===== config.mk =====
export PLATFORM = sky130hd
export DESIGN_NAME = tuple_rr_arb4
export DESIGN_NICKNAME = d
export VERILOG_FILES = /design/src/rtl/tuple_rr_arb4_pkg.sv /design/src/rtl/tuple_out_reg.sv /design/src/rtl/tuple_rr_arb4.sv
export SDC_FILE = /design/constraint.sdc
export NUM_CORES = 1
export LEC_CHECK = 0
export BUFFER_PORTS_ARGS = -buffer_cell sky130_fd_sc_hd__buf_2
export CAP_MARGIN = 10
export CORE_AREA = 10 10 182 184
export DETAILED_ROUTE_END_ITERATION = 10
export DIE_AREA = 0 0 192 194
export PLACE_DENSITY = 0.62
export SLEW_MARGIN = 20
export SYNTH_ARGS = -nofsm -noshare
export SYNTH_HDL_FRONTEND = slang
export SYNTH_SLANG_ARGS = --single-unit

===== constraint.sdc =====
create_clock -name clk -period 2.2 [get_ports clk]
set_input_delay 0.11 -clock clk [delete_from_list [all_inputs] [get_ports clk]]
set_output_delay 0.11 -clock clk [all_outputs]
set_load 0.005 [all_outputs]

===== src/rtl/tuple_rr_arb4_pkg.sv =====
// Shared types and constants for the four-way round-robin tuple arbiter.
package tuple_rr_arb4_pkg;

  localparam int TAG_W   = 32;
  localparam int SRC_W   = 2;
  localparam int NUM_REQ = 4;

  typedef enum logic {
    IDLE = 1'b0,
    HOLD = 1'b1
  } arb_state_t;

  // Next requester index in round-robin order, wrapping 3 -> 0.
  function automatic logic [SRC_W-1:0] next_src(input logic [SRC_W-1:0] idx);
    return idx + SRC_W'(1);
  endfunction

endpackage


===== src/rtl/tuple_out_reg.sv =====
// Single-entry output slot: captures an accepted tuple and holds it
// stable while the downstream stage stalls.
module tuple_out_reg
  import tuple_rr_arb4_pkg::*;
#(
  parameter int INPUT_SIZE = 64
) (
  input  logic                  clk,
  input  logic                  resetn,
  input  logic                  load,
  input  logic [INPUT_SIZE-1:0] load_data,
  input  logic [TAG_W-1:0]      load_tag,
  input  logic [SRC_W-1:0]      load_src,
  input  logic                  out_ready,
  output logic                  slot_free,
  output logic [INPUT_SIZE-1:0] out,
  output logic [TAG_W-1:0]      out_tag,
  output logic [SRC_W-1:0]      out_src,
  output logic                  out_valid
);

  logic [INPUT_SIZE-1:0] data_reg;
  logic [TAG_W-1:0]      tag_reg;
  logic [SRC_W-1:0]      src_reg;
  logic                  valid_reg;

  // The slot can take a new tuple when empty or when the current one leaves this cycle.
  assign slot_free = !valid_reg || out_ready;

  // Payload registers only change on a load, so a stalled tuple stays put.
  always_ff @(posedge clk or negedge resetn) begin
    if (!resetn) begin
      data_reg  <= '0;
      tag_reg   <= '0;
      src_reg   <= '0;
      valid_reg <= 1'b0;
    end else if (load) begin
      data_reg  <= load_data;
      tag_reg   <= load_tag;
      src_reg   <= load_src;
      valid_reg <= 1'b1;
    end else if (out_ready) begin
      valid_reg <= 1'b0;
    end
  end

  assign out       = data_reg;
  assign out_tag   = tag_reg;
  assign out_src   = src_reg;
  assign out_valid = valid_reg;

endmodule


===== src/rtl/tuple_rr_arb4.sv =====
// Four-input round-robin tuple arbiter with burst locking: a winner may
// send up to MAX_BURST consecutive tuples before priority rotates on.
module tuple_rr_arb4
  import tuple_rr_arb4_pkg::*;
#(
  parameter int INPUT_SIZE = 64,
  parameter int MAX_BURST  = 8
) (
  input  logic                  clk,
  input  logic                  resetn,
  input  logic [INPUT_SIZE-1:0] in_0,
  input  logic [TAG_W-1:0]      in_0_tag,
  input  logic                  in_0_valid,
  output logic                  in_0_ready,
  input  logic [INPUT_SIZE-1:0] in_1,
  input  logic [TAG_W-1:0]      in_1_tag,
  input  logic                  in_1_valid,
  output logic                  in_1_ready,
  input  logic [INPUT_SIZE-1:0] in_2,
  input  logic [TAG_W-1:0]      in_2_tag,
  input  logic                  in_2_valid,
  output logic                  in_2_ready,
  input  logic [INPUT_SIZE-1:0] in_3,
  input  logic [TAG_W-1:0]      in_3_tag,
  input  logic                  in_3_valid,
  output logic                  in_3_ready,
  output logic [INPUT_SIZE-1:0] out,
  output logic [TAG_W-1:0]      out_tag,
  output logic [SRC_W-1:0]      out_src,
  output logic                  out_valid,
  input  logic                  out_ready
);

  localparam logic [7:0] MAX_BURST_C = 8'(MAX_BURST);

  arb_state_t            state_reg;
  logic [SRC_W-1:0]      rr_ptr_reg;
  logic [SRC_W-1:0]      lock_reg;
  logic [7:0]            burst_cnt_reg;

  logic [NUM_REQ-1:0]    valid_vec;
  logic [NUM_REQ-1:0]    ready_vec;
  logic [INPUT_SIZE-1:0] data_vec [NUM_REQ];
  logic [TAG_W-1:0]      tag_vec  [NUM_REQ];

  logic                  grant_valid;
  logic [SRC_W-1:0]      grant_idx;
  logic                  slot_free;
  logic                  xfer;

  assign valid_vec = {in_3_valid, in_2_valid, in_1_valid, in_0_valid};
  assign data_vec[0] = in_0;
  assign data_vec[1] = in_1;
  assign data_vec[2] = in_2;
  assign data_vec[3] = in_3;
  assign tag_vec[0]  = in_0_tag;
  assign tag_vec[1]  = in_1_tag;
  assign tag_vec[2]  = in_2_tag;
  assign tag_vec[3]  = in_3_tag;

  // Grant selection: locked requester in HOLD, otherwise first valid requester from rr_ptr upward.
  always_comb begin
    grant_valid = 1'b0;
    grant_idx   = '0;
    if (state_reg == HOLD) begin
      grant_valid = valid_vec[lock_reg];
      grant_idx   = lock_reg;
    end else begin
      // Walk from the farthest offset down so the nearest valid requester wins.
      for (int k = NUM_REQ - 1; k >= 0; k--) begin
        if (valid_vec[rr_ptr_reg + SRC_W'(k)]) begin
          grant_valid = 1'b1;
          grant_idx   = rr_ptr_reg + SRC_W'(k);
        end
      end
    end
  end

  assign xfer = slot_free && grant_valid;

  // Ready is gated by resetn so nothing is accepted while reset is held.
  generate
    for (genvar gi = 0; gi < NUM_REQ; gi++) begin : g_ready
      assign ready_vec[gi] = resetn && xfer && (grant_idx == SRC_W'(gi));
    end
  endgenerate

  assign in_0_ready = ready_vec[0];
  assign in_1_ready = ready_vec[1];
  assign in_2_ready = ready_vec[2];
  assign in_3_ready = ready_vec[3];

  // Burst FSM: lock the winner, count its tuples, rotate priority when the burst ends.
  always_ff @(posedge clk or negedge resetn) begin
    if (!resetn) begin
      state_reg     <= IDLE;
      rr_ptr_reg    <= '0;
      lock_reg      <= '0;
      burst_cnt_reg <= '0;
    end else begin
      case (state_reg)
        IDLE: begin
          if (xfer) begin
            burst_cnt_reg <= 8'd1;
            lock_reg      <= grant_idx;
            if (MAX_BURST > 1) begin
              state_reg <= HOLD;
            end else begin
              rr_ptr_reg <= next_src(grant_idx);
            end
          end
        end
        HOLD: begin
          if (xfer) begin
            burst_cnt_reg <= burst_cnt_reg + 8'd1;
            if (burst_cnt_reg + 8'd1 == MAX_BURST_C) begin
              state_reg  <= IDLE;
              rr_ptr_reg <= next_src(lock_reg);
            end
          end else if (slot_free && !valid_vec[lock_reg]) begin
            // Locked requester ran dry while we could have taken a tuple: end the burst early.
            state_reg  <= IDLE;
            rr_ptr_reg <= next_src(lock_reg);
          end
        end
        default: state_reg <= IDLE;
      endcase
    end
  end

  tuple_out_reg #(
    .INPUT_SIZE(INPUT_SIZE)
  ) u_out_reg (
    .clk       (clk),
    .resetn    (resetn),
    .load      (xfer),
    .load_data (data_vec[grant_idx]),
    .load_tag  (tag_vec[grant_idx]),
    .load_src  (grant_idx),
    .out_ready (out_ready),
    .slot_free (slot_free),
    .out       (out),
    .out_tag   (out_tag),
    .out_src   (out_src),
    .out_valid (out_valid)
  );

endmodule


==> results of run 1 <==
## how the worst min path moves through the flow
stage / endpoint / slack [ns] / depth (start not counted)
6_report: u_out_reg.out[20]$_DFFE_PN0P_ / 0.03 / 3
5_1_grt: u_out_reg.out[20]$_DFFE_PN0P_ / 0.02 / 3
4_1_cts: u_out_reg.out[20]$_DFFE_PN0P_ / 0.01 / 3
3_5_place_dp: u_out_reg.out[26]$_DFFE_PN0P_ / -0.07 / 1
3_3_place_gp: u_out_reg.out[11]$_DFFE_PN0P_ / -0.07 / 1
2_1_floorplan: burst_cnt_reg[0]$_DFFE_PN0P_ / -0.19 / 0
## cell families (layout without fill, tap and decap cells)
group / count (synthesis) / after routing
AOI/OAI and AO/OA: 329 / 329
and+or+nand+nor: 158 / 158
muxes: 198 / 198
buffers and inverters: 98 / 595
adders and majority gates: 2 / 2
DFF: 112 / 112
xor gates and xnor gates: 3 / 3
other: 0 / 5
## metrics by stage
stage,total power [mW],cells
2_1_floorplan,11.35,900
3_3_place_gp,15.49,1761
3_5_place_dp,15.74,1761
4_1_cts,17.69,1780
5_1_grt,19.38,1791
6_report,18.11,1792
## power breakdown
group | total [mW] | internal (mW) | switching (mW)
registers | 3.90 | 3.19 | 0.717
logic | 12.5 | 5.92 | 6.53
clock network | 1.76 | 0.890 | 0.867
## layout make-up
class / instances / area, µm²
repair buffers: 577 / 3423
diodes: 5 / 12.51
clock buffers: 11 / 232.7
multi-input cells: 690 / 5284
fillers: 2907 / 17090
clock inverters: 4 / 55.05
well taps: 390 / 488.0
flip-flops and latches: 112 / 2809
inverters: 3 / 11.26
## placed cells by master, fill, tap and decap left out, types with 3 or more instances in the layout
cell type  count
buf_2        492
dfrtp_1      109
inv_1          3
nor2_1       106
o21ai_0      103
clkbuf_16     13
a22o_1         5
nor3_1         5
a21o_1         6
nand2b_1       4
diode_2        5
o22ai_1       97
a21oi_1        5
nor3_2         4
nand2_1       18
and2_4         4
mux2i_1      193
buf_4         58
nand3_1        7
a221oi_1      54
a221oi_2      43
buf_12        14
buf_6          4
## metal layers
| layer | share of wire | GRT usage | vias to the layer above |
|---|---|---|---|
| met4 | 0.029 | 0.06581 | 2 |
| met5 | 0.00032 | 0 | - |
| met1 | 0.40 | 0.2431 | 4674 |
| li1 | - | - | 4489 |
| met2 | 0.50 | 0.3502 | 411 |
| met3 | 0.068 | 0.04784 | 64 |
## timing repair
action,4_1_cts,5_1_grt
hold buffers,1,0
cloned,1,4
resized for setup,3,20
buffers inserted,3,3
setup endpoints to repair,4,69
endpoints found under the hold margin,112,0
pin swaps,0,2
## critical path: cells and delay by family, from the launching register on
family / cells / cell delay, ns
buf+inv: 2 / 0.28
simple gates: 2 / 0.35
mux: 1 / 0.28
compound gates: 2 / 0.34
flops: 1 / 0.43
==> results.ini, run 1 <==
[logic_synthesis]
yosysMostFrequentCell=mux2i_1
synth.lib_cells_used.distinct=39
synthTopCellsByCount=mux2i_1 (195), dfrtp_1 (112), nor2_1 (106)
synth.area.mux_share=0.2334
synth-edff-count=0
synth_seq_cells=112
synth_compound_area_frac=0.2914
synthSimpleGateAreaFrac=0.07766
yosysWarnings=0
ys_top_cells_by_area=dfrtp_1 (33%), mux2i_1 (23%), o22ai_1 (7.1%)
yosysTopAreaCellShare=0.3295
avgSynthCellArea_um2=9.452
synth_cells=900
synth_top_family_by_area=compound AO/OA/AOI/OAI gates
synth-xor-area-share=0.003089
syn_area_um2=8507
synth_seq_area_share=0.3295
synth_ff_type=dfrtp_1
synth_adder_area_share=0.002942
synthArstFlopShare=1.000
synth_largest_area_cell=dfrtp_1
syn_nets=1293

[timing]
slew_violations=0
period_share=0.9775
fin_ws_ns=0.04958
final_hold_viol_count=0
worst_pin_slew_ns=0.6869
setup_viol=0
post-route-min-period_ns=2.150
relSlewSlack=0.5421
skew_ns=0.01525
rsz0062_at_grt=yes
max_freq_mhz=465.0
setup_tns_ns=0
holdWs_ns=0.02774

[routing]
totalWireLength_um=40880
drt_pass1_iterations=5
drt-wirelength-per-cell_um=22.81
drt_iter0_drc=546
ant_nets=0
post-route-drc-count=0
vias_per_cell=5.379
vias=9640

[critical_path]
r2r_setup_slack_ns=0.07
required_ns=2.09
crit_end=in_1_ready
critPathSlowestCell=dfrtp_2
cp_cell_sequence=mux2i_1, o221a_4, a21oi_4, buf_12, nand3b_1, nor3_2, buf_2
rr_endpoint=u_out_reg.out_tag[17]$_DFFE_PN0P_
crit_type=reg -> out
crit_arrival_ns=2.04
worstReg2RegStart=rr_ptr_reg[1]$_DFFE_PN0P_
startpoint=rr_ptr_reg[1]$_DFFE_PN0P_
ff2ff_path_depth=9
worstPathMaxFanout=7
slowest_delay_ns=0.43
start_kind=flop
cp-end-kind=primary output

[min_path]
min_path_type=in -> reg
hp-start=in_0[20]

[clock_tree]
cts.sinks=112
cts_buffers=9
cts_max_level=3
clk_pin_slew_ns=0.09
cts.path.max_buffers=2
insertion_delay_ns=0.37
cts-root-buf=clkbuf_16
cts_tree=built

[cells_and_area]
drive_gt1_frac=0.4724
fin_util=0.4189
fin_nets=1786
finalInstanceArea_um2=12320
largest_register_ffs=64
syn_to_final_growth_pct=44.77

[floorplanning]
initial_utilization=0.2893
placeableCoreArea_um2=29400
die_h_um=194
die_w_um=192
io_pins=494
num_rows=63
dieArea_um2=37250

[power_and_ir_drop]
p_leak_nw=6.109
power_density_nw_per_um2=1471
ir_drop_mv=0.9118

[placement]
place_ws_ns=0.05705
place_area_um2=11740
dpl.hpwl_um=31220
place_congestion=0.8966
portBuffers=493

[global_route]
overflow=0
antenna_found_initial=6
grt_pass1_wl_um=59810
grt_max_degree=111
track_usage=0.2037
grt_pass1_vias=10047

[job]
cap_violations=0

[run_status]
status=completed

No activity file was read; power rests on OpenSTA's default activity.
==> run 2: changes to the inputs <==
--- a/config.mk
+++ b/config.mk
@@ -8,9 +8,11 @@
 export BUFFER_PORTS_ARGS = -buffer_cell sky130_fd_sc_hd__buf_2
 export CAP_MARGIN = 10
 export CORE_AREA = 10 10 182 184
+export CTS_BUF_LIST = sky130_fd_sc_hd__clkbuf_2
 export DETAILED_ROUTE_END_ITERATION = 10
 export DIE_AREA = 0 0 192 194
 export PLACE_DENSITY = 0.62
+export SETUP_SLACK_MARGIN = 0.1
 export SLEW_MARGIN = 20
 export SYNTH_ARGS = -nofsm -noshare
 export SYNTH_HDL_FRONTEND = slang
==> run 2 against run 1 <==
Net effect: synthesized area stayed put; the run now fails in clock tree synthesis; synthesized cell count unchanged.
==> results.ini, run 2 <==
[clock_tree]
cts_max_level=3
cts_buffers=9
post-cts-setup-buffers=14
cts_resized=31
hold_buffers=360
cts.sinks=112
cts-root-buf=clkbuf_2
cts.path.max_buffers=2

[placement]
dpl.hpwl_um=31220
place_inst=1761
place_ws_ns=0.05705
place_congestion=0.8966
portBuffers=493

[logic_synthesis]
avgSynthCellArea_um2=9.452
yosysTopAreaCellShare=0.3295
synthSimpleGateAreaFrac=0.07766
synth_cells=900
syn_nets=1293
synth_ff_type=dfrtp_1
synthTopCellsByCount=mux2i_1 (195), dfrtp_1 (112), nor2_1 (106)
synth_compound_area_frac=0.2914
synth-edff-count=0
synth_seq_area_share=0.3295
synth_top_family_by_area=compound AO/OA/AOI/OAI gates
synth_seq_cells=112
synthArstFlopShare=1.000
synth_adder_area_share=0.002942
synth.area.mux_share=0.2334
syn_area_um2=8507
synth-xor-area-share=0.003089
ys_top_cells_by_area=dfrtp_1 (33%), mux2i_1 (23%), o22ai_1 (7.1%)
yosysMostFrequentCell=mux2i_1
yosysWarnings=0
synth.lib_cells_used.distinct=39
synth_largest_area_cell=dfrtp_1

[run_status]
status=stopped before the end
haltStage=clock tree synthesis
error=[ERROR RSZ-0060] Max buffer count reached.

[floorplanning]
die_w_um=192
io_pins=494
die_h_um=194
num_rows=63
initial_utilization=0.2893

-- run 2: kinds of logic after synthesis --
kind of cell,Yosys count
adder cells (fa/ha/maj),2
buffers and inverters,98
XOR/XNOR,3
flip-flops,112
AO/OA/AOI/OAI,329
multiplexers,198
AND/OR/NAND/NOR,158
-- run 2: per-stage QoR --
step | utilization | hold slack (ns) | cell area [µm²]
2_1_floorplan | - | -0.1856 | 8507
3_3_place_gp | 0.3991 | -0.06642 | 11740
3_5_place_dp | 0.3991 | -0.06858 | 11740
==> run 3: changes to the inputs <==
--- a/config.mk
+++ b/config.mk
@@ -7,12 +7,10 @@
 export LEC_CHECK = 0
 export BUFFER_PORTS_ARGS = -buffer_cell sky130_fd_sc_hd__buf_2
 export CAP_MARGIN = 10
-export CORE_AREA = 10 10 182 184
-export CTS_BUF_LIST = sky130_fd_sc_hd__clkbuf_2
+export CORE_MARGIN = 10
+export CORE_UTILIZATION = 20
 export DETAILED_ROUTE_END_ITERATION = 10
-export DIE_AREA = 0 0 192 194
-export PLACE_DENSITY = 0.62
-export SETUP_SLACK_MARGIN = 0.1
+export PLACE_DENSITY_LB_ADDON = 0.15
 export SLEW_MARGIN = 20
 export SYNTH_ARGS = -nofsm -noshare
 export SYNTH_HDL_FRONTEND = slang
==> run 3 against run 2 <==
Net effect: the flow now finishes, with violations (negative setup slack).
==> results.ini, run 3 (synthesized netlist as in run 1, its figures left out) <==
[run_status]
status=finished, violations left
violations=negative setup slack

[timing]
max_freq_mhz=452.0
post-route-min-period_ns=2.212
fin_ws_ns=-0.01220
setup_viol=1
relSlewSlack=0.5312
holdWs_ns=0.02414
slew_violations=0
rsz0062_at_grt=yes
worst_pin_slew_ns=0.7031
setup_tns_ns=-0.01220
final_hold_viol_count=0
skew_ns=0.01205
period_share=1.006

[power_and_ir_drop]
p_leak_nw=6.599
ir_drop_mv=0.4926
power_density_nw_per_um2=1394

[routing]
vias=9968
drt-wirelength-per-cell_um=23.16
drt_pass1_iterations=5
vias_per_cell=4.865
totalWireLength_um=47450
drt_iter0_drc=495
ant_nets=0
post-route-drc-count=0

[critical_path]
required_ns=2.48
start_kind=flop
crit_type=reg -> reg
worstPathMaxFanout=39
crit_arrival_ns=2.49
cp-end-kind=flop

[global_route]
grt_max_degree=71
grt_pass1_wl_um=66460
overflow=0
track_usage=0.1722
grt_pass1_vias=10330
antenna_found_initial=10

[cells_and_area]
fin_nets=1890
layout_common_cells=buf_2 (492), mux2i_1 (192), dfrtp_1 (109)
fin_util=0.3264
syn_to_final_growth_pct=61.29
drive_gt1_frac=0.4561
largest_register_ffs=64
layout_commonest_cell=buf_2

[floorplanning]
placeableCoreArea_um2=42040
initial_utilization=0.2024
die_h_um=226.2
die_w_um=226.2
dieArea_um2=51180
io_pins=494
num_rows=75

[clock_tree]
cts_tree=built
cts.sinks=112
cts.path.max_buffers=2
insertion_delay_ns=0.40
clk_pin_slew_ns=0.09
cts-root-buf=clkbuf_16
cts_buffers=9
cts_max_level=3

[placement]
place_ws_ns=0.02492
place_congestion=0.8078
portBuffers=493
dpl.hpwl_um=34480

[min_path]
min_path_type=in -> reg

[job]
cap_violations=0

run 3: area by class of cell:
cell class / count / area [µm²]
clock buffer: 13 / 260.3
multi-input combinational: 692 / 5456
inverter: 3 / 11.26
antenna: 8 / 20.02
tap: 539 / 674.4
clock inverter: 3 / 40.04
fill: 4431 / 28320
timing repair buffer: 679 / 4449
sequential: 112 / 2809
run 3: worst paths after layout:
path	start	to	cells past startpoint	slack, ns
setup / recovery	rr_ptr_reg[1]$_DFFE_PN0P_	u_out_reg.out_tag[9]$_DFFE_PN0P_	8	-0.01
hold / removal	in_3[21]	u_out_reg.out[21]$_DFFE_PN0P_	3	0.02
setup reg to reg	rr_ptr_reg[1]$_DFFE_PN0P_	u_out_reg.out_tag[9]$_DFFE_PN0P_	8	-0.01
hold reg to reg	u_out_reg.out_src[0]$_DFFE_PN0P_	u_out_reg.out_src[0]$_DFFE_PN0P_	2	0.48
max in group asynchronous	resetn	u_out_reg.out[50]$_DFFE_PN0P_	3	1.30
min in group asynchronous	resetn	u_out_reg.out_valid$_DFFE_PN0P_	2	0.10
run 3: timing repair:
action,CTS,global route
setup endpoints to repair,4,86
gates cloned,0,6
buffers inserted,7,6
hold buffers,95,0
gates resized for setup,12,36
endpoints found under the hold margin,167,0
pin swaps,4,6
run 3: critical path, stage by stage (launching register included):
cell and delay, ns:
dfrtp_2 0.42, buf_4 0.14, a21oi_1 0.05, o21a_1 0.20, o221a_4 0.31, and2_4 0.19, buf_12 0.18, a221oi_4 0.39
o22ai_1 0.12
run 3: layer usage:
layer | part of all wire | routed length, µm | vias up | global-route usage
met1 | 0.40 | 19130 | 4840 | 0.1982
met5 | 0.00030 | 14 | - | 0
met4 | 0.026 | 1251 | 4 | 0.07401
met3 | 0.061 | 2885 | 58 | 0.04670
li1 | - | - | 4714 | -
met2 | 0.51 | 24170 | 352 | 0.2941
run 3: where the power goes:
group	internal, mW	switching [mW]
Clock	0.947	0.928
Sequential	3.19	0.721
Combinational	6.28	7.07
run 3: stage by stage:
stage / total power, mW / area [µm²] / std cells
2_1_floorplan: 11.35 / 8507 / 900
5_1_grt: 20.54 / 13720 / 2049
3_5_place_dp: 16.33 / 11990 / 1912
4_1_cts: 18.65 / 13350 / 2030
3_3_place_gp: 16.26 / 11990 / 1912
6_report: 19.13 / 13720 / 2049
==> run 4: changes to the inputs <==
==> constraint.sdc (replaced) <==
create_clock -name clk -period 2.8 [get_ports clk]
set_input_delay 0.14 -clock clk [delete_from_list [all_inputs] [get_ports clk]]
set_output_delay 0.14 -clock clk [all_outputs]
set_load 0.005 [all_outputs]
==> run 4 against run 3 <==
Net effect: the run now ends clean; cell area is 13% lower; sequential share of layout area is 3.0 points higher; first-iteration DRC count is 24% lower; cell count is 7.5% lower; highest routed layer unchanged.
==> results.ini, run 4 (synthesized netlist as in run 1, its figures left out) <==
[run_status]
status=completed

[cells_and_area]
drive_gt1_frac=0.4464
layout_common_cells=buf_2 (492), mux2i_1 (195), dfrtp_1 (111)
layout_commonest_cell=buf_2
fin_nets=1742
syn_to_final_growth_pct=40.43
finalInstanceArea_um2=11950
final_cells=1896
largest_register_ffs=64

[timing]
relSlewSlack=0.4251
period_share=0.8836
rsz0062_at_grt=no
worst_pin_slew_ns=0.8623
skew_ns=0.009930
setup_tns_ns=0
setup_viol=0
final_hold_viol_count=0
slew_violations=0
max_freq_mhz=404.2
post-route-min-period_ns=2.474
fin_ws_ns=0.3259

[routing]
route.met3.wl_um=2596
drt_pass1_iterations=4
ant_nets=0
post-route-drc-count=0
dr.max_layer_used=met5
totalWireLength_um=44020
drt_iter0_drc=375
vias=9325
wl_met1_um=17720
wl_met2_um=23090
vias_per_cell=4.918
drt-wirelength-per-cell_um=23.22

[critical_path]
cp-end-kind=primary output
crit_arrival_ns=2.33
r2r_setup_slack_ns=0.34
start_kind=flop
worstPathMaxFanout=25
required_ns=2.66
ff2ff_path_depth=6
rr_endpoint=u_out_reg.out[26]$_DFFE_PN0P_
crit_type=reg -> out
worstReg2RegStart=rr_ptr_reg[1]$_DFFE_PN0P_

[global_route]
grt_pass1_wl_um=63760
antenna_found_initial=7
overflow=0
grt_pass1_vias=9908
track_usage=0.1632
grt_max_degree=59

[clock_tree]
cts.sinks=112
cts-root-buf=clkbuf_16
cts.path.max_buffers=2
cts_max_level=3
cts_tree=built
cts_buffers=9
insertion_delay_ns=0.37
clk_pin_slew_ns=0.08

[power_and_ir_drop]
switchingPower_mw=6.345
ir_drop_mv=0.5724
intPower_mw=7.212
combPwrFrac=0.670
switching_share=0.4680
p_leak_nw=5.804
seqPwrFrac=0.227
pwr-share-clk=0.103
power_density_nw_per_um2=1135

[floorplanning]
die_h_um=226.2
initial_utilization=0.2024
placeableCoreArea_um2=42040
dieArea_um2=51180
die_w_um=226.2
num_rows=75
io_pins=494

[min_path]
min_to=u_out_reg.out[0]$_DFFE_PN0P_
hold_path_depth=3
hp-start=in_1[0]
min_path_type=in -> reg

[job]
cap_violations=0

[placement]
place_congestion=0.8112
place_inst=1874
place_ws_ns=0.3478
dpl.hpwl_um=33980
portBuffers=493
place_area_um2=11610

## run 4: changes by cell type in the layout (fill, tap and decap cells not counted), sizes merged
| cell | delta |
|---|---|
| buf | -49 |
| clkinvlp | +1 |
| dlygate4sd3 | -94 |
| clkinv | -1 |
| diode | -4 |
| clkbuf | -4 |
| and2 | -2 |
## run 4: power groups by stage
stage	registers (mW)	logic (mW)	clock network (mW)
after detailed placement	3.10	9.14	0
after global routing	3.20	9.91	1.52
after CTS	3.08	9.14	1.48
final	3.08	9.08	1.40
after floorplan	3.02	5.91	0
after global placement	3.11	9.05	0
## run 4: worst max-delay path by stage
stage                                    startpoint  slack, ns                            end
after floorplan           rr_ptr_reg[1]$_DFFE_PN0P_       0.85                     in_0_ready
after global placement          state_reg$_DFF_PN0_       0.39  u_out_reg.out[60]$_DFFE_PN0P_
after detailed placement  rr_ptr_reg[1]$_DFFE_PN0P_       0.35  u_out_reg.out[27]$_DFFE_PN0P_
after CTS                 rr_ptr_reg[1]$_DFFE_PN0P_       0.09                     in_0_ready
after global routing        lock_reg[1]$_DFFE_PN0P_       0.10                     in_1_ready
final                       lock_reg[1]$_DFFE_PN0P_       0.33                     in_1_ready
## run 4: routing by layer
layer  global-route usage  up-vias
li1                     -     4408
met1               0.1905     4603
met2               0.2916      279
met3              0.04294       29
met4              0.03636        6
met5                    0        -
## run 4: critical path, cell delays in order, from the launching register on
cell	delay, ns
dfrtp_1	0.47
mux2_2	0.31
a2bb2oi_2	0.16
and2_4	0.46
nand3b_1	0.16
nor3_1	0.22
buf_2	0.18
## run 4: area by class of cell
type                       count  area, µm²
antenna                        4      10.01
clock buffer                  12      246.5
clock inverter                 3      42.54
fill                        4583      30090
inverter                       3      11.26
multi-input combinational    690       5224
sequential                   112       2806
tap                          539      674.4
timing repair buffer         533       2932
## run 4: stage by stage
stage | power, mW | hold WS [ns] | util
CTS | 13.70 | 0.02928 | 0.2834
floorplan | 8.921 | -0.1556 | -
finish | 13.56 | 0.05407 | 0.2842
global placement | 12.16 | 0.1267 | 0.2763
detailed placement | 12.24 | 0.1253 | 0.2763
global route | 14.63 | 0.03535 | 0.2840
## run 4: timing repair
action	in CTS	in global routing
buffers inserted	0	1
endpoints found under the hold margin	26	0
gates resized for setup	0	1
hold buffers	1	0
endpoints found under the setup margin	0	1
